## config.mk

```make
export PLATFORM = sky130hd
export DESIGN_NAME = sprite_motion
export DESIGN_NICKNAME = d
export VERILOG_FILES = /design/src/rtl/sprite_motion_pkg.sv /design/src/rtl/sat_add10.sv /design/src/rtl/sprite_motion.sv
export SDC_FILE = /design/constraint.sdc
export NUM_CORES = 1
export LEC_CHECK = 0
export ABC_AREA = 0
export ABC_CLOCK_PERIOD_IN_PS = 10200
export BUFFER_PORTS_ARGS = -buffer_cell sky130_fd_sc_hd__buf_2
export CORE_MARGIN = 2
export CORE_UTILIZATION = 51
export CTS_CLUSTER_SIZE = 25
export DETAILED_ROUTE_END_ITERATION = 8
export PLACE_DENSITY = 0.73
export SETUP_SLACK_MARGIN = 0.2
export SYNTH_ARGS = -nofsm -noshare
export SYNTH_HDL_FRONTEND = slang
export SYNTH_HIERARCHICAL = 1
export SYNTH_SLANG_ARGS = --single-unit
```

## constraint.sdc

```tcl
create_clock -name frame_clk -period 10.2 [get_ports frame_clk]
set_input_delay 1.02 -clock frame_clk [delete_from_list [all_inputs] [get_ports frame_clk]]
set_output_delay 1.02 -clock frame_clk [all_outputs]
set_load 0.005 [all_outputs]
```

## src/rtl/sprite_motion_pkg.sv

```systemverilog
// Shared types and constants for sprite motion and the jump FSM.
// Key bit positions, screen bounds and the motion state encoding.
package sprite_motion_pkg;

  typedef enum logic [1:0] {
    STAND = 2'd0,
    WALK  = 2'd1,
    AIR   = 2'd2
  } motion_state_t;

  localparam int KEY_UP    = 0;
  localparam int KEY_LEFT  = 2;
  localparam int KEY_RIGHT = 3;

  // 640x480 screen with a 16-pixel sprite; y bottom is the ground line.
  localparam logic [9:0] SCR_X_MIN = 10'd0;
  localparam logic [9:0] SCR_X_MAX = 10'd623;
  localparam logic [9:0] SCR_Y_MIN = 10'd0;
  localparam logic [9:0] SCR_Y_MAX = 10'd368;

endpackage

```

## src/rtl/sat_add10.sv

```systemverilog
// Position accumulate-with-clamp: pos + delta, saturated to [min_val, max_val].
// The sum is kept 12-bit signed so negative overshoot clamps instead of wrapping.
module sat_add10 (
  input  logic        [9:0]  pos,
  input  logic signed [11:0] delta,
  input  logic        [9:0]  min_val,
  input  logic        [9:0]  max_val,
  output logic        [9:0]  result
);

  logic signed [11:0] sum;

  assign sum = $signed({2'b00, pos}) + delta;

  always_comb begin
    // NOTE: assign a default before any branch so no path leaves result unassigned (which would infer a latch).
    result = sum[9:0];
    if (sum < $signed({2'b00, min_val})) begin
      result = min_val;
    end else if (sum > $signed({2'b00, max_val})) begin
      result = max_val;
    end
  end

endmodule

```

## src/rtl/sprite_motion.sv

```systemverilog
// Per-frame sprite integrator: applies walk steps and jump deltas to the
// registered position, and tracks facing and walk-cycle animation frame.
module sprite_motion
  import sprite_motion_pkg::*;
#(
  parameter logic [9:0] X_INIT   = 10'd100,
  parameter logic [9:0] Y_INIT   = 10'd368,
  parameter logic [9:0] X_MIN    = SCR_X_MIN,
  parameter logic [9:0] X_MAX    = SCR_X_MAX,
  parameter logic [9:0] Y_MIN    = SCR_Y_MIN,
  parameter logic [9:0] Y_MAX    = SCR_Y_MAX,
  parameter int         X_STEP   = 2,
  parameter int         ANIM_DIV = 4
) (
  input  logic        frame_clk,
  input  logic        Reset,
  input  logic [15:0] keycode,
  input  logic [9:0]  up,
  input  logic [9:0]  down,
  input  logic        on_gnd,
  output logic [9:0]  sprite0xr,
  output logic [9:0]  sprite0yr,
  output logic        facing_left,
  output logic [1:0]  walk_frame,
  output logic [1:0]  motion_state
);

  localparam int             AW        = (ANIM_DIV > 1) ? $clog2(ANIM_DIV) : 1;
  localparam logic [AW-1:0]  ANIM_LAST = AW'(ANIM_DIV - 1);

  logic               move_left, move_right;
  logic signed [11:0] x_delta, y_delta;
  logic        [9:0]  x_q, y_q, x_next, y_next;
  logic               facing_q;
  logic [AW-1:0]      anim_cnt;
  logic [1:0]         walk_frame_q;
  logic               anim_step, anim_clear;
  motion_state_t      state_q, state_d;
  logic               unused_keys;

  // Pressing both directions cancels out.
  assign move_left   = keycode[KEY_LEFT]  & ~keycode[KEY_RIGHT];
  assign move_right  = keycode[KEY_RIGHT] & ~keycode[KEY_LEFT];
  assign unused_keys = ^{keycode[15:4], keycode[1:0]};

  always_comb begin
    x_delta = '0;
    if (move_right) begin
      x_delta = 12'(X_STEP);
    end else if (move_left) begin
      x_delta = -12'(X_STEP);
    end
  end

  assign y_delta = {{2{up[9]}}, up} + {{2{down[9]}}, down};

  sat_add10 u_sat_x (
    .pos     (x_q),
    .delta   (x_delta),
    .min_val (X_MIN),
    .max_val (X_MAX),
    .result  (x_next)
  );

  sat_add10 u_sat_y (
    .pos     (y_q),
    .delta   (y_delta),
    .min_val (Y_MIN),
    .max_val (Y_MAX),
    .result  (y_next)
  );

  always_ff @(posedge frame_clk or posedge Reset) begin
    // NOTE: sequential state uses non-blocking assignment so every register samples pre-edge values.
    if (Reset) begin
      state_q <= STAND;
    end else begin
      state_q <= state_d;
    end
  end

  always_comb begin
    state_d = STAND;
    case (state_q)
      STAND, WALK, AIR: begin
        if (!on_gnd) begin
          state_d = AIR;
        end else if (move_left || move_right) begin
          state_d = WALK;
        end else begin
          state_d = STAND;
        end
      end
      default: state_d = STAND;
    endcase
  end

  // Animation follows the state being entered; AIR freezes the walk cycle.
  always_comb begin
    anim_step  = 1'b0;
    anim_clear = 1'b0;
    case (state_d)
      WALK:    anim_step  = 1'b1;
      STAND:   anim_clear = 1'b1;
      default: ;
    endcase
  end

  always_ff @(posedge frame_clk or posedge Reset) begin
    if (Reset) begin
      x_q      <= X_INIT;
      y_q      <= Y_INIT;
      facing_q <= 1'b0;
    end else begin
      x_q <= x_next;
      y_q <= y_next;
      if (move_left) begin
        facing_q <= 1'b1;
      end else if (move_right) begin
        facing_q <= 1'b0;
      end
    end
  end

  always_ff @(posedge frame_clk or posedge Reset) begin
    if (Reset) begin
      anim_cnt     <= '0;
      walk_frame_q <= 2'd0;
    end else if (anim_clear) begin
      anim_cnt     <= '0;
      walk_frame_q <= 2'd0;
    end else if (anim_step) begin
      if (anim_cnt == ANIM_LAST) begin
        anim_cnt     <= '0;
        walk_frame_q <= walk_frame_q + 2'd1;
      end else begin
        anim_cnt <= anim_cnt + 1'b1;
      end
    end
  end

  assign sprite0xr    = x_q;
  assign sprite0yr    = y_q;
  assign facing_left  = facing_q;
  assign walk_frame   = walk_frame_q;
  assign motion_state = state_q;

endmodule

```

# Word level (Yosys, flattened, before mapping)
# Index checks and enable logic that the tools add are counted.
[word_totals]
ff_bits = 27
inputBits = 39
output_inout_bits = 25
wordCells = 50
[op_classes]
addsub = 5
n_lt_le_gt_ge = 4
eq_ne = 4
muxes = 19
n_bitwise = 4
n_reduce_logical = 8
[op_table]
columns = ["operator", "count"]
rows = [
  ["$mux W10", 4],
  ["$lt A12 B1 Y1 const B", 2],
  ["$mux W12", 2],
  ["$mux W2", 8],
  ["$add A11 B11 Y12", 1],
  ["$add A11 B12 Y12", 1],
  ["$gt A12 B10 Y1 const B", 1],
  ["$gt A12 B11 Y1 const B", 1],
  ["$add A10 B10 Y11", 1],
  ["$reduce_bool A2 Y1", 3],
  ["$mux W1", 5],
  ["$add A2 B1 Y2 const B", 2],
  ["$eq A2 B1 Y1 const B", 2],
  ["$eq A2 B2 Y1 const B", 2],
  ["$logic_not A2 Y1", 2],
  ["$reduce_or A3 Y1", 1],
  ["$and A1 B1 Y1", 2],
  ["$not A1 Y1", 2],
  ["$reduce_and A2 Y1", 1],
  ["$logic_or A1 B1 Y1", 1],
]

# Longest topological paths before layout
# Gate-level depths: netlist of run 1.
[depth]
depth_word = 10
ltp_mapped = 23
mapped_depth_nobuf = 22

# Cells and area by module
# Netlist of run 1, hierarchy kept.
[by_module_without_submodules]
columns = ["mod", "instances", "cells_per_inst", "area_each_um2", "seq_area_each_um2"]
rows = [
  ["sat_add10 at u_sat_x", 1, 165, 1276.2, 0.0],
  ["sprite_motion", 1, 106, 1265.0, 684.4],
  ["sat_add10 at u_sat_y", 1, 154, 1257.5, 0.0],
]

# Worst setup path before layout of run 1
# No wires, ideal clock.
[synth_timing]
path_type = "input -> register"
start = "in up[0]"
end = "reg y_q[0] (netlist: sprite0yr[0])"
setup_ps = 134
arrival_ps = 4500
required_time_ps = 10066
slack_ps = 5566
stages = 22
path_buffers = 1
cell_sequence = "ha_1 inv_1 fa_1 nor2b_1 o21ai_0 a21oi_1 nor2_1 ha_1 a21o_1 a21oi_2 o21ai_0 a21oi_1 xnor2_1 ha_1 o21a_1 nor2_1 o21ai_0 o31ai_1 o21ai_2 buf_12 mux2i_1 a31oi_1"
[synth_via]
elab_chain_cells = 5
elab_cells_between_ends = 6
classes_between = "2 x add/sub; 2 x order compare; 2 x mux"
[synth_lines]
columns = ["item", "line", "rtl"]
rows = [
  ["from (decl)", "sprite_motion.sv:18", "input logic [9:0] up,"],
  ["$add A10 B10 Y11 *", "sprite_motion.sv:55", "assign y_delta = {{2{up[9]}}, up} + {{2{down[9]}}, down};"],
  ["named net y_delta[4]", "sprite_motion.sv:32", "logic signed [11:0] x_delta, y_delta;"],
  ["$add A11 B11 Y12 *", "sat_add10.sv:13", "assign sum = $signed({2'b00, pos}) + delta;"],
  ["$gt A12 B10 Y1", "sat_add10.sv:20", "end else if (sum > $signed({2'b00, max_val})) begin"],
  ["$mux W10", "sat_add10.sv:20", ""],
  ["$mux W10 *", "sat_add10.sv:18", "if (sum < $signed({2'b00, min_val})) begin"],
  ["named net y_next[0]", "sprite_motion.sv:33", "logic [9:0] x_q, y_q, x_next, y_next;"],
  ["to (signal assigned)", "sprite_motion.sv:116", "y_q <= y_next;"],
  ["to (decl)", "sprite_motion.sv:33", ""],
]
# The timed path passes the listed nets; every way through them passes the cells marked *.
# A chain may end at the register's enable or synchronous reset.

# Worst setup path in the final report of run 1
# Ends and elaborated chain as after synthesis.

==> summary.txt, run 1 <==
Setup violators final: 0
Layout cells sized above 1: 16.04%
Global placement routability congestion: 0.8418
Netlist Area Pre-Place: 0.003799 mm^2
Post-DP HPWL: 6710 um
Yosys top cell by area: ha_1
Pleak: 2.314 nW
Ys async rst share: 100.0%
H-tree levels: 1
IO Pins: 64
Vias post-DR: 3248
Post-CTS Setup Repair Bufs: 0
Post-route clock period utilization: 51.05%
Total Wirelength: 8108 um
Antenna Cells: 0
Area delta synth->final: 15.98%
Final Skew: 0.007913 ns
Critical path startpoint: up[0]
Initial antenna violation count: 0
Largest net degree at the start of global routing: 28
RSZ-0062 raised after global routing: false
Crit path time final: 5.207 ns
Ys Warns: 6
Max-slew headroom: 28.51%
CTS tree: built
Hold path startpoint: walk_frame[1]
Clock buffer depth: 2
Hold Path Class: flip-flop to flip-flop
DRC: 0
Worst Hold End: walk_frame[1]
FF-to-FF End: sprite0xr[0]
Synth Register Bits: 27
Drt wl/cell: 12.77 um
Post-synth top area share: 23.06%
Yosys cell types: 64
CP max FO: 10
Worst VDD drop: 0.1537 mV
Vias/cell: 5.115
Setup TNS: 0 ns
Total Routing Usage GR: 20.53%
Post-DRT Antenna Nets: 0
Die ar.: 0.008155 mm^2
Total gr overflow: 0
Main synth FF type: dfrtp_1
R2R setup slack: 6.26 ns
Die H: 90.31 um
Die width: 90.31 um
Final Hold Fails: 0
Worst path required time: 10.36 ns
DRT iter0 DRCs: 85
CP Class: primary input to flip-flop
Fmax: 0.1920 GHz
First-pass GRT wire length: 14150 um
Core Box Area: 0.007214 mm^2
Worst slew pin tran: 1.071 ns
Vias in the first global route: 3183
Placed instance area: 0.004360 mm^2
Clock latency on the worst-skew pair: 0.28 ns
Area contributors post-synth: ha_1 (23%), dfrtp_1 (13%), mux2i_1 (10%)
Slew Viols, Final: 0
Syn Area/Cell: 8.938 um^2
CTS Hold Buffers Added: 0
Seq/Total Area, Yosys: 18.02%
Floorplan row count: 31
Syn Inst Count: 425
Design area: 0.004405 mm^2
R2R Path Start: sprite0xr[2]
Number of iterations in the first detailed-routing pass: 4
Worst r2r path cells: 14
Final #Nets: 649
Pwr Density: 341.5 mW/mm^2
Initial Util: 52.65%
Fillers: 660
Number of synthesized flops with an enable pin: 0
Clk slew on worst S/H paths: 0.10 ns
PostCTS Resize Cnt: 0
WHS Path Cells: 1
Arr. time, crit path: 5.36 ns
Critical Path End Type: flip-flop
I/O Buffers: 49
Clk sink count: 27
Startpoint Class: primary input
CTS Root Cell: clkbuf_8
Clock buffer count from CTS: 3
Max-cap check violation count: 0
Run status: complete, no violations
[critical path: stages]
cell and delay (ns):
buf_2 0.08, ha_1 0.16, inv_1 0.05, fa_1 0.40, nor2b_1 0.14, o21ai_0 0.15, a21oi_1 0.29, nor2_1 0.09
ha_1 0.34, a21o_1 0.19, a21oi_2 0.31, o211ai_2 0.18, a31oi_1 0.22, xnor2_1 0.17, ha_1 0.34, nand2_1 0.07
o21ai_0 0.16, o31ai_1 0.10, o21ai_2 0.53, mux2i_1 0.26, a31oi_1 0.11
[final cells by class]
cell class                      count  area [um^2]  area share [%]
Inverter                           65        244.0           5.538
Clock buffer                        4        45.04           1.022
Multi-Input combinational cell    390         3055           69.36
Sequential cell                    27        684.4           15.54
Tap cell                           99        123.9           2.812
Timing Repair Buffer               50        252.7           5.737
[kinds of logic (layout without fill, tap and decap cells)]
logic type,count (synthesis),in the layout,share of synthesized area [%]
fa+ha+maj,73,73,24.64
compound gates,116,116,22.23
flops,27,27,18.02
mux,42,42,11.36
simple gates,75,75,10.94
xor+xnor,21,21,5.040
other cells,2,63,0.1977
buf+inv,69,119,7.576
[Yosys cell counts, types with 2 or more instances]
cell,instances
nand2b_1,5
xnor2_1,17
o21bai_1,2
a21o_1,9
a21oi_1,28
nor3_1,6
o21ai_1,3
o211ai_2,2
a31oi_1,5
o21ai_2,3
a211o_1,2
mux2i_1,39
o211ai_1,2
o21bai_2,2
mux2_4,2
nor2_1,17
and3_1,2
fa_1,3
nor2b_1,4
ha_1,70
nor4_1,5
a211oi_1,4
nand3_1,6
o31ai_1,5
o2111ai_1,2
nand2_1,15
dfstp_2,7
a21oi_2,4
a2111oi_4,2
nand4_1,6
o21a_1,6
dfrtp_1,20
inv_1,65
conb_1,2
xor2_1,3
o21ai_0,22
[worst max path at each step]
stage	end	slack, ns	depth (start not counted)
floorplan	sprite0yr[0]	5.57	22
detailed placement	sprite0yr[0]	4.72	21
CTS	sprite0yr[0]	5.02	21
finish	sprite0yr[0]	4.99	21
global placement	sprite0yr[0]	4.85	22
global route	sprite0yr[9]	4.66	21
[stage by stage]
step                util [%]  cells  hold WS, ns  total power [mW]  setup WS (ns)
finish                 61.06    635       0.4879             1.505          4.993
global route           61.06    635       0.5324             1.679          4.662
CTS                    61.06    635       0.4876             1.504          5.022
detailed placement     60.44    631       0.4701             1.428          4.723
global placement       60.44    631       0.4616             1.386          4.850
floorplan                  -    486       0.4604             1.190          5.566
[placed cells by master (no fill, tap or decap), types with 5 or more instances in the layout]
cell,n
inv_1,65
conb_1,63
nand4_1,6
dfrtp_1,20
nor2_1,17
nand3_1,6
mux2i_1,39
a31oi_1,5
xnor2_1,17
a21o_1,9
o21ai_0,22
o21a_1,6
nor4_1,5
ha_1,70
nor3_1,6
a21oi_1,28
dfstp_2,7
nand2b_1,5
o31ai_1,5
nand2_1,15
buf_2,49
[sequential cells by signal (all words and copies together), names as in the netlist]
name and cells:
sprite0yr 10, facing_left 1, anim_cnt 2, sprite0xr 10, walk_frame 2, motion_state 2
[report_power, final]
part / switching [mW] / internal, mW / leakage (nW)
registers: 0.0310 / 0.167 / 0.317
clock network: 0.0356 / 0.0280 / 0.0228
logic: 0.687 / 0.556 / 1.97
total: 0.754 / 0.751 / 2.31
[layer usage]
metal | routed length [um] | global-route usage, %
met2 | 3783 | 34.71
met5 | 0 | 0
met1 | 3982 | 28.08
met3 | 280 | 2.755
met4 | 61 | 4.487
Power figures use the tool's default switching activity.
==> run 2: changes to the inputs <==
--- a/config.mk
+++ b/config.mk
@@ -6,13 +6,13 @@
 export NUM_CORES = 1
 export LEC_CHECK = 0
 export ABC_AREA = 0
-export ABC_CLOCK_PERIOD_IN_PS = 10200
+export ABC_CLOCK_PERIOD_IN_PS = 4320
 export BUFFER_PORTS_ARGS = -buffer_cell sky130_fd_sc_hd__buf_2
 export CORE_MARGIN = 2
 export CORE_UTILIZATION = 51
 export CTS_CLUSTER_SIZE = 25
 export DETAILED_ROUTE_END_ITERATION = 8
-export PLACE_DENSITY = 0.73
+export PLACE_DENSITY = 0.76
 export SETUP_SLACK_MARGIN = 0.2
 export SYNTH_ARGS = -nofsm -noshare
 export SYNTH_HDL_FRONTEND = slang
==> constraint.sdc (replaced) <==
create_clock -name frame_clk -period 4.32 [get_ports frame_clk]
set_input_delay 0.432 -clock frame_clk [delete_from_list [all_inputs] [get_ports frame_clk]]
set_output_delay 0.432 -clock frame_clk [all_outputs]
set_load 0.005 [all_outputs]
==> run 2 against run 1 <==
- worst setup slack got worse by 4.6 ns
- global-route usage down 0.071 points
- count of clock-buffer cells in the layout stayed put
- combinational power rose to 2.7 times the previous value
- die area did not move
- cell count up 3.3%
- total power rose to 2.6 times the previous value
- critical path type unchanged
- critical endpoint is now sprite0yr[1]
- largest cell class unchanged
==> summary.txt, run 2 (synthesis results as in run 1) <==
CTS Root Cell: clkbuf_8
Die width: 90.31 um
Vias in the first global route: 3264
Total Routing Usage GR: 20.46%
Post-DP HPWL: 6886 um
Final #Nets: 670
Layout cells sized above 1: 22.44%
R2R Path Start: sprite0xr[2]
Max-slew headroom: 29.31%
Placed instance area: 0.004503 mm^2
Crit path time final: 3.954 ns
CP max FO: 9
Worst VDD drop: 0.4104 mV
Antenna Cells: 0
Fmax: 0.2529 GHz
Design area: 0.004696 mm^2
Post-route clock period utilization: 91.52%
Number of iterations in the first detailed-routing pass: 4
First-pass GRT wire length: 14100 um
Floorplan row count: 31
Hold WS: 0.3937 ns
Cell-internal power: 2.021 mW
Global placement routability congestion: 0.8580
Initial antenna violation count: 0
RSZ-0062 raised after global routing: false
Post-DRT Antenna Nets: 0
Worst slew pin tran: 1.059 ns
Pleak: 2.443 nW
Most frequent cells in the layout: ha_1 (65), inv_1 (64), conb_1 (63), buf_2 (49), mux2i_1 (39)
CTS tree: built
Worst Hold End: motion_state[1]
Drt wl/cell: 12.71 um
WHS Path Cells: 2
Area delta synth->final: 23.62%
Vias/cell: 5.133
Comb pwr share: 84.3%
DRT iter0 DRCs: 152
Post-route setup slack: 0.3665 ns
Hold path startpoint: on_gnd
Switch share: 48.32%
Clock Power Share: 3.8%
Total Wirelength: 8338 um
Pwr Density: 832.9 mW/mm^2
I/O Buffers: 49
Clk slew on worst S/H paths: 0.10 ns
Final Hold Fails: 0
Vias post-DR: 3367
Largest net degree at the start of global routing: 28
Initial Util: 52.65%
Setup violators final: 0
Final Skew: 0.01012 ns
FF-to-FF End: sprite0xr[1]
Startpoint Class: primary input
Clock buffer depth: 2
Critical Path End Type: flip-flop
R2R setup slack: 0.70 ns
Pre-CTS setup slack: -0.02412 ns
CP Class: primary input to flip-flop
H-tree levels: 1
IO Pins: 64
Die H: 90.31 um
Slew Viols, Final: 0
Clock latency on the worst-skew pair: 0.28 ns
Max-cap check violation count: 0
Net Sw Power: 1.890 mW
CTS Hold Buffers Added: 0
Worst path required time: 4.49 ns
Clock buffer count from CTS: 3
Total gr overflow: 0
DRC: 0
Hold Path Class: primary input to flip-flop
Die ar.: 0.008155 mm^2
Part of the power in registers: 11.8%
Worst r2r path cells: 14
Clk sink count: 27
Commonest non-fill, non-tap cell in the layout: ha_1
Arr. time, crit path: 4.12 ns
Run status: complete, no violations
Core Box Area: 0.007214 mm^2
run 2: repair_timing:
item                       CTS  global route
resized for setup            0            26
buffers inserted             0             2
setup endpoints to repair    0            10
run 2: stage by stage:
step	util, %	instances	TNS [ns]	power (mW)
floorplan	-	486	0	2.809
global placement	62.42	650	0	3.434
detailed placement	62.42	650	-0.05318	3.550
CTS	63.04	654	0	3.729
global route	65.09	656	0	4.312
finish	65.09	656	0	3.911
run 2: cell type report:
cell class                      instances  area [um^2]
Sequential cell                        27        684.4
Multi-Input combinational cell        390         3181
Timing Repair Buffer                   71        417.9
Tap cell                               99        123.9
Inverter                               65        244.0
Clock buffer                            4        45.04
Fill cell                             615         2519
run 2: worst max path at each step:
stage,start,endpoint,cells past startpoint
after floorplan,up[0],sprite0yr[0],22
after global placement,up[4],sprite0yr[1],18
after detailed placement,up[0],sprite0yr[1],23
after CTS,up[0],sprite0yr[1],23
after global routing,up[0],sprite0yr[0],23
final,up[1],sprite0yr[1],19
run 2: worst max-delay path, cell delays in order:
cell	delay, ns
buf_2	0.11
ha_1	0.28
a21o_1	0.22
a2111oi_4	0.42
xnor2_1	0.13
ha_1	0.33
buf_4	0.16
a21oi_4	0.19
buf_4	0.16
nand2_1	0.05
nor2_1	0.09
nor2_1	0.09
ha_1	0.22
a2111oi_0	0.44
o31ai_1	0.16
o2111ai_1	0.13
nand3_1	0.19
nand2_4	0.21
mux2i_1	0.11
run 2: per-layer routing:
layer / vias up / track usage, % / wire, um
met1: 1563 / 28.38 / 4107
met5: - / 0 / 0
met4: 0 / 4.231 / 66
li1: 1748 / - / -
met3: 6 / 1.920 / 204
met2: 50 / 34.84 / 3960
run 2: power groups by stage:
stage               registers [mW]  logic (mW)  clock network (mW)
finish                       0.463        3.30               0.150
global placement             0.464        2.97                   0
CTS                          0.462        3.11               0.156
detailed placement           0.465        3.08                   0
global route                 0.481        3.67               0.163
floorplan                    0.465        2.34                   0
